File: src/rtl/fd_queue.sv
// Fetch-to-decode buffer: a small circular FIFO of {instr, PC, PC+4}
// between fetch and decode. It shows a zero bubble at the head whenever it
// is empty or being flushed.
module fd_queue #(
  parameter  int XLEN  = 32,
  parameter  int DEPTH = 2,
  localparam int CW    = $clog2(DEPTH + 1)
) (
  input  logic            clk,
  input  logic            rst_n,
  input  logic            arm,
  input  logic            validF,
  input  logic [XLEN-1:0] RDF,
  input  logic [XLEN-1:0] PCF,
  input  logic [XLEN-1:0] PCPlus4F,
  output logic            readyF,
  input  logic            stallD,
  input  logic            flushD,
  output logic            validD,
  output logic [XLEN-1:0] InstrD,
  output logic [XLEN-1:0] PCD,
  output logic [XLEN-1:0] PCPlus4D,
  output logic [XLEN-1:0] PCPlus8D,
  output logic [CW-1:0]   countD
);

  // A pointer is at least one bit wide. With DEPTH=1 it stays at 0.
  localparam int PW = (DEPTH > 1) ? $clog2(DEPTH) : 1;

  typedef struct packed {
    logic [XLEN-1:0] instr;
    logic [XLEN-1:0] pc;
    logic [XLEN-1:0] pc4;
  } ent_t;

  logic [PW-1:0] wr_ptr, rd_ptr;
  logic [CW-1:0] count;
  ent_t          head;
  logic          push, pop, show;

  // readyF depends only on registered count and flushD. stallD never reaches it.
  assign readyF = (count != CW'(DEPTH)) && !flushD;
  assign validD = (count != '0);
  assign push   = validF && readyF;
  assign pop    = validD && !stallD && !flushD;
  assign countD = count;

  // Storage has no reset. An empty count is enough to hide stale contents.
  generate
    if (DEPTH == 1) begin : g_one
      ent_t mem;
      // Single entry: both pointers are fixed, so write straight into it.
      always_ff @(posedge clk) begin
        if (push) mem <= '{RDF, PCF, PCPlus4F};
      end
      assign head = mem;
    end else begin : g_many
      ent_t mem [DEPTH];
      // Write the fetched entry at the tail.
      always_ff @(posedge clk) begin
        if (push) mem[wr_ptr] <= '{RDF, PCF, PCPlus4F};
      end
      assign head = mem[rd_ptr];
    end
  endgenerate

  // Update pointers and occupancy. Flush overrides push, pop and stall.
  always_ff @(posedge clk or negedge rst_n) begin
    if (!rst_n) begin
      wr_ptr <= '0;
      rd_ptr <= '0;
      count  <= '0;
    end else if (flushD) begin
      wr_ptr <= '0;
      rd_ptr <= '0;
      count  <= '0;
    end else begin
      if (push) wr_ptr <= (wr_ptr == PW'(DEPTH - 1)) ? '0 : wr_ptr + 1'b1;
      if (pop)  rd_ptr <= (rd_ptr == PW'(DEPTH - 1)) ? '0 : rd_ptr + 1'b1;
      case ({push, pop})
        2'b10:   count <= count + 1'b1;
        2'b01:   count <= count - 1'b1;
        default: count <= count;
      endcase
    end
  end

  // Head outputs. Show a zero bubble when the buffer is empty or flushing.
  // Because this is combinational on count, a reset clears it at once.
  assign show     = validD && !flushD;
  assign InstrD   = show ? head.instr : '0;
  assign PCD      = show ? head.pc    : '0;
  assign PCPlus4D = show ? head.pc4   : '0;
  assign PCPlus8D = arm ? PCPlus4D + XLEN'(4) : PCPlus4D;

endmodule

File: config.mk
export PLATFORM = sky130hd
export DESIGN_NAME = fd_queue
export DESIGN_NICKNAME = d
export VERILOG_FILES = /design/src/rtl/fd_queue.sv
export SDC_FILE = /design/constraint.sdc
export NUM_CORES = 1
export LEC_CHECK = 0
export CORE_ASPECT_RATIO = 1.1
export CORE_MARGIN = 1.5
export CORE_UTILIZATION = 63
export CTS_CLUSTER_DIAMETER = 120
export DETAILED_ROUTE_END_ITERATION = 7
export DONT_BUFFER_PORTS = 1
export MAX_ROUTING_LAYER = met4
export PLACE_DENSITY = 0.86
export SLEW_MARGIN = 20
export SYNTH_ARGS = -nofsm -noshare
export SYNTH_HDL_FRONTEND = slang
export SYNTH_SLANG_ARGS = --single-unit
File: constraint.sdc
create_clock -name clk -period 13.4 [get_ports clk]
set_input_delay 2.01 -clock clk [delete_from_list [all_inputs] [get_ports clk]]
set_output_delay 2.01 -clock clk [all_outputs]
set_load 0.01 [all_outputs]
==> results.json <==
{
  "maxCapViolCount": 0,
  "rsz0062_at_grt": "false",
  "regToRegSetupSlack_ps": 10840,
  "io_buffers": 0,
  "yosys.area.top_type": "edfxtp_1",
  "grt-ovfl-total": 0,
  "synth_cell_types": 45,
  "rr_worst_depth": 4,
  "startpoint_type": "input port",
  "grt_pass1_wl_mm": 24.42,
  "drt-total-wl_mm": 16.14,
  "io_pins": 234,
  "crit_type": "in -> out",
  "syn_nets": 654,
  "vias": 4482,
  "wl_per_cell_um": 22.36,
  "ir_drop_uv": 105.1,
  "r2r-start": "countD[0]",
  "cts-resized-gates": 0,
  "crit_path_max_fanout": 63,
  "finalPower_uw": 1293,
  "power_density_nw_per_um2": 141.9,
  "synth_area_um2": 8432,
  "synthCells": 551,
  "dp_cells": 689,
  "ys_top_cells_by_area": "edfxtp_1 68%, mux2i_1 11%, nor2_1 4.5%, xor2_1 2.1%, nor4_2 1.6%",
  "synth_top_area_share_pct": 68.38,
  "die_w_um": 113.3,
  "synth_flop_cell": "edfxtp_1",
  "critPathArrivalTime_ps": 4680,
  "critPathLaunch": "flushD",
  "clock-sinks": 196,
  "clk_latency_ps": 420,
  "slowest_stage": "nand4_2",
  "grt_usage_pct": 23.84,
  "numCtsBuffers": 17,
  "grt_pass1_vias": 4615,
  "antennaDiodeCount": 0,
  "whs_path_depth": 2,
  "hp-class": "reg -> reg",
  "min_period_ps": 6691,
  "status": "finished, final reports clean",
  "holdBufCountCts": 0,
  "drc": 0,
  "fin_setup_tns_ps": 0,
  "ys_seq_area_share_pct": 69.57,
  "cts_tree": "done",
  "p_leak_uw": 0.002913,
  "drive_gt1_share_pct": 12.12,
  "hold_violations": 0,
  "finClkSkew_ps": 9.733,
  "place_hpwl_mm": 10.83,
  "dr.pass1.iters": 5,
  "core_area_um2": 13160,
  "avgSynthCellArea_um2": 15.30,
  "cts-root-buf": "clkbuf_16",
  "antenna_left": 0,
  "hold_start": "wr_ptr",
  "yosysMostFrequentCell": "edfxtp_1",
  "relSlewSlack_pct": 25.20,
  "syn2layout_area_growth_pct": 8.072,
  "clkTransAtPathRegs_ps": 70,
  "worst_pin_slew_ps": 1122,
  "ys_ff_latch": 196,
  "yosys_warnings": 0,
  "required_ps": 11390,
  "grt_antenna_before_repair": 0,
  "max_stage_delay_ps": 490,
  "crit_family": "simple AND/OR/NAND/NOR gates",
  "fp.dieH_um": 124.3,
  "dieArea_um2": 14090,
  "grt_max_degree": 85,
  "timing.fmax_mhz": 149.4,
  "place_congestion": 0.8170,
  "yosys-top-cells-count": "192 x edfxtp_1, 102 x nor2_1, 96 x mux2i_1",
  "drv_slew": 0,
  "endpoint_kind": "output pin",
  "drt_first_iter_violations": 367,
  "crit_buf_inv": 2,
  "final_nets": 651,
  "viasPerCell": 6.208,
  "start_util_pct": 64.08,
  "num_rows": 44,
  "clk_path_buf_depth": 2,
  "cp_cell_sequence": "o21bai_4 > buf_16 > buf_4 > a2111oi_4 > nand4_2 > nor4_2 > xor2_1",
  "cp.depth": 7,
  "stdcell_count": 722,
  "async_reset_ff_share_pct": 2.041,
  "synth-edff-count": 192,
  "finalCritPeriodShare_pct": 49.93,
  "postCtsSetupRepairBufs": 0,
  "setup_violations": 0,
  "htree_num_levels": 4
}
-- cells in the final DEF, fill, tap and decap left out, drive strengths merged, types with 9 or more instances in the layout --
cell type,instances
mux2i,96
nand3b,9
nor4,15
nor2,105
inv,11
nand3,14
xor2,20
clkbuf,18
edfxtp,192
nand2,13
xnor2,10
-- cell type report --
| cell class | count | area (µm²) |
|---|---|---|
| Timing Repair Buffer | 6 | 68.82 |
| Sequential cell | 196 | 5869 |
| Clock inverter | 14 | 146.4 |
| Fill cell | 847 | 4045 |
| Tap cell | 161 | 201.4 |
| Inverter | 5 | 18.77 |
| Multi-Input combinational cell | 322 | 2379 |
| Clock buffer | 18 | 429.2 |
-- worst register-to-register path, delay by kind of cell (launching register included) --
family,cells,cell delay (ps)
buf+inv,2,1280
simple gates,2,320
flops,1,580
-- through the flow --
| stage | cell area [µm²] | hold slack [ps] | util (%) | worst slack, ps |
|---|---|---|---|---|
| 4_1_cts | 9081 | 597.6 | 69.02 | 6635 |
| 2_1_floorplan | 8432 | 525.4 | - | 1328 |
| 5_1_grt | 9112 | 626.7 | 69.26 | 6511 |
| 3_5_place_dp | 8506 | 588.4 | 64.64 | 6647 |
| 6_report | 9112 | 596.5 | 69.26 | 6709 |
| 3_3_place_gp | 8506 | 574.0 | 64.64 | 6773 |
-- power by group --
group	switching, µW	internal, µW
Clock	224	262
Sequential	15.1	702
Combinational	60.5	28.8
Total	300	993
-- registers in the layout (all words and copies together) (netlist names) --
name	cells
g_many.mem	192
wr_ptr	1
rd_ptr	1
countD	2
-- layer usage --
layer / track usage (%) / vias to the layer above / share of wire, %
li1: - / 2043 / -
met1: 27.15 / 2192 / 37
met2: 38.68 / 216 / 51
met3: 8.224 / 31 / 9.0
met4: 9.853 / 0 / 2.5
met5: - / - / 0
-- final timing paths --
| kind | endpoint |
|---|---|
| setup / recovery | PCPlus8D[23] |
| hold / removal | wr_ptr |
| setup reg to reg | g_many.mem[0][7] |
| hold reg to reg | wr_ptr |
| max in group asynchronous | rd_ptr |
| min in group asynchronous | rd_ptr |
-- logic make-up after synthesis --
logic type | after synthesis | share of synthesized area [%]
DFF | 196 | 69.57
buffers and inverters | 33 | 2.359
muxes | 97 | 11.53
AOI/OAI and AO/OA | 19 | 2.196
adders and majority gates | 1 | 0.1484
and+or+nand+nor | 175 | 11.08
xor gates and xnor gates | 30 | 3.116
(Power assumes the default switching activity.)
